**config.mk**
```make
export PLATFORM = sky130hd
export DESIGN_NAME = div_unit
export DESIGN_NICKNAME = d
export VERILOG_FILES = /design/src/rtl/div_unit_pkg.sv /design/src/rtl/div_unit.sv
export SDC_FILE = /design/constraint.sdc
export NUM_CORES = 1
export LEC_CHECK = 0
export CAP_MARGIN = 20
export CORE_UTILIZATION = 45
export DETAILED_ROUTE_END_ITERATION = 16
export DONT_BUFFER_PORTS = 1
export GPL_ROUTABILITY_DRIVEN = 0
export GPL_TIMING_DRIVEN = 0
export PLACE_DENSITY_LB_ADDON = 0.12
export SYNTH_ARGS = -nofsm -noshare
export SYNTH_HDL_FRONTEND = slang
export SYNTH_SLANG_ARGS = --single-unit
```
**constraint.sdc**
```tcl
create_clock -name clk -period 6.8 [get_ports clk]
set_clock_uncertainty 0.15 [all_clocks]
set_input_delay 1.02 -clock clk [delete_from_list [all_inputs] [get_ports clk]]
set_output_delay 1.02 -clock clk [all_outputs]
set_load 0.02 [all_outputs]
```
**src/rtl/div_unit_pkg.sv**
```systemverilog
// Shared processor package: divider state encoding, iteration count and helpers.
package div_unit_pkg;

    typedef enum logic [1:0] {
        IDLE   = 2'd0,
        RUN    = 2'd1,
        FINISH = 2'd2
    } div_state_t;

    localparam int DIV_ITERS = 32;
    localparam int COUNT_W   = $clog2(DIV_ITERS);

    function automatic logic [31:0] abs32(input logic [31:0] v);
        return v[31] ? (~v + 32'd1) : v;
    endfunction

endpackage

```
**src/rtl/div_unit.sv**
```systemverilog
// 32-bit signed restoring divider: one quotient bit per clock, sign fix-up on FINISH.
module div_unit
    import div_unit_pkg::*;
(
    input  logic        clk,
    input  logic        reset,
    input  logic        start,
    input  logic [31:0] a,
    input  logic [31:0] b,
    output logic        busy,
    output logic        done,
    output logic        div_zero,
    output logic [31:0] hi,
    output logic [31:0] lo
);

    div_state_t         state;
    div_state_t         state_next;
    logic [COUNT_W-1:0] count;
    logic [32:0]        rem;
    logic [31:0]        quot;
    logic [31:0]        divisor;
    logic               neg_rem;
    logic               neg_quot;
    logic [32:0]        rem_shift;
    logic [32:0]        trial;

    always_ff @(posedge clk) begin
        if (reset) begin
            state <= IDLE;
        end else begin
            state <= state_next;
        end
    end

    always_comb begin
        state_next = state;
        case (state)
            IDLE:    if (start && (b != 32'd0)) state_next = RUN;
            RUN:     if (count == COUNT_W'(DIV_ITERS - 1)) state_next = FINISH;
            FINISH:  state_next = IDLE;
            default: state_next = IDLE;
        endcase
    end

    // The dividend register doubles as the quotient: its MSB is shifted into the
    // partial remainder while the new quotient bit enters at the LSB.
    always_comb begin
        rem_shift = {rem[31:0], quot[31]};
        trial     = rem_shift - {1'b0, divisor};
    end

    always_ff @(posedge clk) begin
        if (reset) begin
            busy     <= 1'b0;
            done     <= 1'b0;
            div_zero <= 1'b0;
            hi       <= '0;
            lo       <= '0;
            count    <= '0;
            rem      <= '0;
            quot     <= '0;
            divisor  <= '0;
            neg_rem  <= 1'b0;
            neg_quot <= 1'b0;
        end else begin
            done     <= 1'b0;
            div_zero <= 1'b0;
            case (state)
                IDLE: begin
                    if (start) begin
                        if (b == 32'd0) begin
                            div_zero <= 1'b1;
                        end else begin
                            quot     <= abs32(a);
                            divisor  <= abs32(b);
                            neg_rem  <= a[31];
                            neg_quot <= a[31] ^ b[31];
                            rem      <= '0;
                            count    <= '0;
                            busy     <= 1'b1;
                        end
                    end
                end
                RUN: begin
                    if (trial[32]) begin
                        rem  <= rem_shift;
                        quot <= {quot[30:0], 1'b0};
                    end else begin
                        rem  <= trial;
                        quot <= {quot[30:0], 1'b1};
                    end
                    count <= count + COUNT_W'(1);
                end
                FINISH: begin
                    lo   <= neg_quot ? (~quot + 32'd1) : quot;
                    hi   <= neg_rem ? (~rem[31:0] + 32'd1) : rem[31:0];
                    done <= 1'b1;
                    busy <= 1'b0;
                end
                default: begin
                    busy <= 1'b0;
                end
            endcase
        end
    end

endmodule

```
[Word level (Yosys, flattened, before mapping)]
Cells that the tools add are included.
Cells by class
  $add $sub $neg: 6
  $mul: 0
  div/mod/pow operators: 0
  order comparisons: 0
  eq/ne operators: 7
  shift operators: 0
  muxes and demuxes: 23
  bitwise logic cells: 9
  reductions and logical operators: 10
Operators with widths (number)
  two-way mux 32 bit: 9
  adder 32 x 1 -> 32 bit, second input constant: 4
  NOT 32 bit: 4
  one-hot mux 32 bit (2 select lines): 2
  subtractor 33 x 32 -> 33 bit: 1
  zero test 32 bit: 1
  nonzero test 32 bit: 1
  two-way mux 5 bit: 2
  one-hot mux 5 bit (2 select lines): 1
  AND reduction 3 bit: 3
  != test 2 bit, second input constant: 4
  adder 5 x 1 -> 5 bit, second input constant: 1
  equality test 5 bit, second input constant: 1
  two-way mux 1 bit: 5
  two-way mux 2 bit: 2
  NOT 1 bit: 4
  one-hot mux 2 bit (2 select lines): 1
  OR reduction 3 bit: 1
  equality test 2 x 1 -> 1 bit, second input constant: 1
  equality test 2 bit, second input constant: 1
  zero test 2 bit: 1
  one-hot mux 1 bit (2 select lines): 1
  AND reduction 2 bit: 1
  nonzero test 2 bit: 1
  other kinds (2): 2
Storage, ports and cells
  register bits: 172
  bits in latches: 0
  bits in writable memories: 0
  bits in read-only memories: 0
  word-level logic and storage cells: 67
  memories kept: 0

[Depth between registers and ports, before layout]
Gate-level depths: netlist of the first run.
  depth after elaboration: 6
  mapped depth: 15
  depth with buffers taken out: 13

[Least setup slack after synthesis of the first run]
No wires, ideal clock.
  path type: in2reg
  from: input b[16]
  to: register rem[2]
  library setup time: 106 ps
  arrival: 3707 ps
  required time: 6544 ps
  path slack: 2837 ps
  stages on the path: 11
  path buffers: 1
  path through: or4_1 > nor4b_1 > nand2b_1 > or3_1 > or3_1 > a21oi_1 > nor2_1 > nor2_1 > clkbuf_1 > nand2_1 > o311ai_0
Between the ends
  word-level cells in the longest chain between the ends: 3
Ends and longest elaborated chain
  start: declaration: RTL line div_unit.sv:9  | input logic [31:0] b,
  zero test 32 bit: RTL line div_unit.sv:72  | if (b == 32'd0) begin
  != test 2 bit (no line)
  AND reduction 3 bit (no line)
  end signal: assignment: RTL line div_unit.sv:87  | rem <= rem_shift;
  end signal: assignment: RTL line div_unit.sv:90  | rem <= trial;
  end: declaration: RTL line div_unit.sv:20  | logic [32:0] rem;
Every way passes these cells.
A chain may end at the register's enable or synchronous reset.

[Worst setup path after layout of the first run]
  from: register quot[31]
  to: register rem[27]
Between the ends
  word-level cells in the longest chain between the ends: 3
Ends and longest elaborated chain
  start: declaration: RTL line div_unit.sv:21  | logic [31:0] quot;
  start signal: assignment: RTL line div_unit.sv:75  | quot <= abs32(a);
  start signal: assignment: RTL line div_unit.sv:88  | quot <= {quot[30:0], 1'b0};
  start signal: assignment: RTL line div_unit.sv:91  | quot <= {quot[30:0], 1'b1};
  subtractor 33 x 32 -> 33 bit: RTL line div_unit.sv:50  | trial = rem_shift - {1'b0, divisor};
  two-way mux 32 bit: RTL line div_unit.sv:86  | if (trial[32]) begin
  one-hot mux 32 bit (2 select lines): RTL line div_unit.sv:69  | case (state)
Every way passes these cells.

==> out/metrics.cfg, run 1 <==
[layout]
multi_input_area_sq_um = 6470
seqCellArea_sq_um = 3440
drive_gt1_share_pct = 3.84
area_growth_pct = 9.13
post-route-util_pct = 50.0
nets = 1421
finalInstanceArea_sq_um = 11300
finalNonFillerCells = 1613
n_antenna_cell = 0
filler_cell_count = 2267

[critical_path]
crit_path_end_kind = register
start_kind = register
cp.required_ns = 7.02
criticalPathCategory = register to register
crit_arrival_ns = 5.88
crit_fanout = 10

[global_route]
antenna_found_initial = 2
grt_max_degree = 17
grt_pass1_vias = 8828
grt_usage_pct = 26.5
grt_pass1_wl_um = 48900
grt-ovfl-total = 0

[drt]
drt_iter0_markers = 782
first_pass_iters = 6
vias = 9493
wirelength_um = 30900
wl_per_cell_um = 19.2
drc = 0
vias_per_cell = 5.89
ant_nets = 0

[synthesis]
synthArstFlopShare_pct = 0
synth_edf_count = 0
synth_top_area_cell = dfxtp_1
ys_types = 57
synth_flop_cell = dfxtp_1
synth_common_cells = 172 x dfxtp_1, 160 x nor2_1, 129 x nand2_1
syn_area_sq_um = 10400
synth_nets = 1402
yosysWarnings = 0
netlist.area_leader.share_pct = 33.2
syn_avg_cell_area_sq_um = 8.01
yosysSeqAreaShare_pct = 33.2
ys_top_cells_by_area = dfxtp_1 33%, xor2_1 6.4%, a211oi_1 6.0%
yosysMostFrequentCell = dfxtp_1
syn_inst = 1296
synth_seq_cells = 172

[run]
drv_cap = 0

[place]
dp_hpwl_um = 23700
io_buffers = 0
placed_area_sq_um = 10700
dp_cells = 1581

[floorplanning]
start_util_pct = 45.8
die_y_um = 154
rows = 55
ioPinCount = 134
core_sq_um = 22600
die-width_um = 154
die-area_sq_um = 23700

[clocking]
clkSlewWorstSetupHoldPaths_ns = 0.07
clk_path_buf_depth = 2
postCtsSetupRepairBufs = 0
ctsHoldBuffers = 0
cts_resized = 0
cts.sink_count = 172
htreeDepth = 4
cts_tree = yes
cts-root-buf = clkbuf_16
cts_buffers = 17
clk_latency_ns = 0.44

[timing]
worstMarginPinSlew_ns = 0.919
setup_viol = 0
hold_viol_final = 0
fmaxAchievable_ghz = 0.177
slew_headroom_pct = 38.5
hold_ws_ns = 0.304
rsz0062_at_grt = no
fin_tns_setup_ns = 0
drv_slew = 0
finalCritPeriodShare_pct = 83.3
final.min_clock_period_ns = 5.66

[pwr]
p_per_area_nw_per_um2 = 405
peakVddDrop_mv = 0.202
leakage_nw = 4.10

[outcome]
status = completed

[hold_path]
min_path_type = register to register

==> registers in the layout (all words and copies together) (netlist names) <==
signal,flops
neg_quot,1
neg_rem,1
div_zero,1
quot,32
rem,32
divisor,32
lo,32
count,5
done,1
hi,32
busy,1
state,2
==> power by group <==
group          switching (mW)  leakage, nW  internal [mW]
logic                    1.33         2.41          0.990
clock network           0.444        0.290          0.543
registers               0.174         1.40           1.11
total                    1.95         4.10           2.64
==> routing by layer <==
layer,vias up,GRT usage (%),share of wire [%]
li1,4693,-,-
met5,-,0,0.087
met4,4,9.00,2.3
met3,47,4.96,6.4
met2,302,40.8,44
met1,4447,37.1,47
==> kinds of logic (layout without fill, tap and decap cells) <==
kind of cell	after synthesis	count (layout)	synth area share, %
AOI/OAI and AO/OA	360	360	23.5
xor gates and xnor gates	144	144	12.2
adders and majority gates	39	39	4.77
buffers and inverters	124	156	4.51
DFF	172	172	33.2
muxes	29	29	2.80
and+or+nand+nor	428	428	19.1
==> worst paths after layout <==
kind | depth (start not counted) | slack [ns] | endpoint | from
worst max-delay path | 15 | 1.14 | rem[27]$_SDFFE_PP0P_ | quot[31]$_SDFFE_PP0P_
worst min-delay path | 2 | 0.30 | divisor[30]$_SDFFE_PP0P_ | divisor[30]$_SDFFE_PP0P_
worst max register to register | 15 | 1.14 | rem[27]$_SDFFE_PP0P_ | quot[31]$_SDFFE_PP0P_
worst min register to register | 2 | 0.30 | divisor[30]$_SDFFE_PP0P_ | divisor[30]$_SDFFE_PP0P_
==> layout by cell type, fill, tap and decap left out, types with 4 or more instances in the layout <==
cell	instances
o21a_1	9
o31ai_1	30
a211oi_1	83
clkinv_4	4
o41ai_1	13
mux2i_1	29
inv_1	45
or3_1	28
or2_2	8
nand2_1	129
a21oi_1	64
o21ai_0	84
a31oi_1	5
a22oi_1	8
nand4_1	8
a222oi_1	9
a2bb2oi_1	5
clkbuf_1	71
ha_1	38
clkbuf_16	17
and3_1	4
nor2_1	160
nor4_1	11
xnor2_1	68
nor2b_1	12
xor2_1	76
dfxtp_1	172
buf_1	6
a21o_1	11
nand3_1	13
inv_6	4
a2111oi_0	17
or4_1	13
nor3_1	12
nand2b_1	12
==> worst max-delay path, stage by stage (launching register included) <==
cell       delay [ns]
dfxtp_1          0.32
inv_1            0.11
ha_1             0.25
fa_1             0.41
nor2b_1          0.21
o31ai_1          0.14
a31oi_1          0.33
a41oi_1          0.25
a2111oi_0        0.82
o21ai_0          0.49
a2111oi_0        0.42
nand4b_1         0.16
clkbuf_1         0.57
buf_1            0.52
nand2_1          0.22
o21ai_0          0.22
==> stage by stage <==
stage	worst slack, ns	power (mW)
floorplan	2.84	3.04
global placement	1.35	3.55
detailed placement	1.38	3.57
CTS	1.34	4.57
global route	0.816	4.90
finish	1.14	4.59
==> cell type report <==
class	instances	share of cell area [%]
sequential	172	30.4
inverter	45	1.49
buffer	79	2.64
clock inverter	12	1.09
clock buffer	20	4.12
multi-input combinational	1000	57.1
tap	285	3.15
Power figures use the tool's default switching activity.
==> inputs of run 2 (changes only) <==
- clock period: 6.8 -> 4.8 ns (I/O delays scaled with it)
==> run 2 against run 1 <==
Against the previous run: die area stayed put; power rose by 45%; register-to-register slack worse by 0.83 ns; sequential share of layout area down 0.13 points; via count increased by 0.25%; worst hold slack got worse by 0.033 ns; maximum frequency rose by 26%; final cell count rose by 0.12%; first-iteration DRC count increased by 2.7%; largest cell class unchanged.
==> out/metrics.cfg, run 2 (synthesized netlist as in run 1, its figures left out) <==
[outcome]
status = completed

[pwr]
switchingPower_mw = 2.78
leakage_nw = 4.13
peakVddDrop_mv = 0.288
clkPwrFrac_pct = 21.1
switching_share_pct = 41.9
p_int_mw = 3.85
power_frac_seq_pct = 27.4
p_comb_share_pct = 51.5
p_per_area_nw_per_um2 = 583

[clocking]
cts-root-buf = clkbuf_16
clk_path_buf_depth = 2
clkSlewWorstSetupHoldPaths_ns = 0.07
ctsHoldBuffers = 0
clk_latency_ns = 0.44
htreeDepth = 4
cts_buffers = 17
cts_tree = yes
cts.sink_count = 172

[layout]
n_antenna_cell = 0
seqCellArea_sq_um = 3440
finalInstanceArea_sq_um = 11400
nets = 1423
layout_common_cells = 172 x dfxtp_1, 160 x nor2_1, 129 x nand2_1
mostFrequentLayoutCell = dfxtp_1
drive_gt1_share_pct = 4.29
area_growth_pct = 9.61
filler_cell_count = 2259
post-route-util_pct = 50.2
multi_input_area_sq_um = 6480

[floorplanning]
die_y_um = 154
core_sq_um = 22600
die-area_sq_um = 23700
die-width_um = 154
start_util_pct = 45.8
ioPinCount = 134
rows = 55

[hold_path]
min_path_type = input pin to register

[global_route]
grt_pass1_wl_um = 48800
grt-ovfl-total = 0
grt_max_degree = 17
grt_pass1_vias = 8837
grt_usage_pct = 26.5
antenna_found_initial = 2

[drt]
wirelength_um = 30900
vias = 9517
vias_per_cell = 5.89
drc = 0
ant_nets = 0
wl_per_cell_um = 19.2
first_pass_iters = 5
drt_iter0_markers = 803

[critical_path]
critPathMaxStageDelay_ns = 0.57
crit_fanout = 15
crit_slowest_cell = a2111oi_2
cp.required_ns = 4.95
crit_arrival_ns = 4.64
criticalPathCategory = register to register
rrSetupSlack_ns = 0.31
start_kind = register
path_cells = inv_1, ha_1, fa_1, nor2b_1, o31ai_1, a31oi_2, a41oi_1, a2111oi_2, o21ai_1, a2111oi_0, nand4b_1, buf_12, buf_2, mux2i_1, o21ai_0
crit_path_end_kind = register

[timing]
setup_viol = 0
fin_tns_setup_ns = 0
finalCritPeriodShare_pct = 93.6
slew_headroom_pct = 40.5
fmaxAchievable_ghz = 0.223
final.min_clock_period_ns = 4.49
worstMarginPinSlew_ns = 0.889
hold_viol_final = 0
hold_ws_ns = 0.271
rsz0062_at_grt = no
drv_slew = 0

[place]
dp_hpwl_um = 23700
io_buffers = 0
placed_area_sq_um = 10700

[run]
drv_cap = 0

## run 2: cell types whose count changed in the layout (fill, tap and decap cells not counted), sizes merged
cell | previous run | this run
buf | 8 | 10
## run 2: routing by layer
metal	share of wire [%]	wire, um	up-vias	track usage (%)
met5	0.087	27	-	0
met4	2.2	674	4	8.71
met3	6.2	1930	45	5.13
met2	44	13600	293	40.9
met1	47	14700	4471	36.8
li1	-	-	4704	-
## run 2: cell type report
type | count | share of cell area [%]
sequential | 172 | 30.3
multi-input combinational | 1000 | 57.0
buffer | 77 | 2.58
clock inverter | 12 | 1.09
clock buffer | 20 | 4.10
tap | 285 | 3.13
inverter | 45 | 1.48
timing repair buffer | 4 | 0.374
## run 2: critical path: cells and delay by family (launching register included)
family / cells / cell delay, ns
DFF: 1 / 0.32
adders and majority gates: 2 / 0.67
AOI/OAI and AO/OA: 7 / 1.97
and+or+nand+nor: 2 / 0.42
muxes: 1 / 0.22
buffers and inverters: 3 / 0.59
## run 2: stage by stage
stage                     instances  setup slack [ns]  power, mW
final                          1615             0.309       6.63
after global routing           1615            0.0737       7.08
after CTS                      1615            0.0475       6.58
after detailed placement       1581            -0.616       5.05
after global placement         1581            -0.647       5.03
after floorplan                1296             0.876       4.31
## run 2: path summary, 6_finish.rpt
check	start	to	depth (start not counted)
max	quot[31]$_SDFFE_PP0P_	rem[9]$_SDFFE_PP0P_	15
min	b[0]	divisor[0]$_SDFFE_PP0P_	2
max reg2reg	quot[31]$_SDFFE_PP0P_	rem[9]$_SDFFE_PP0P_	15
min reg2reg	divisor[30]$_SDFFE_PP0P_	divisor[30]$_SDFFE_PP0P_	2
## run 2: repair_timing
item	4_1_cts	5_1_grt
gates cloned	0	0
buffers inserted	4	0
setup endpoints to repair	33	25
resized for setup	1	4
## run 2: power by group through the flow
stage	Sequential [mW]	Clock (mW)	Combinational [mW]
global placement	1.84	0	3.19
CTS	1.81	1.42	3.36
global route	1.83	1.48	3.76
finish	1.81	1.40	3.41
detailed placement	1.84	0	3.21
floorplan	1.75	0	2.56
==> inputs of run 3 (changes only) <==
- CTS_CLUSTER_SIZE: unset -> 12
==> results of run 3 <==
The final DEF is identical to that of run 2; final timing and power are the same.
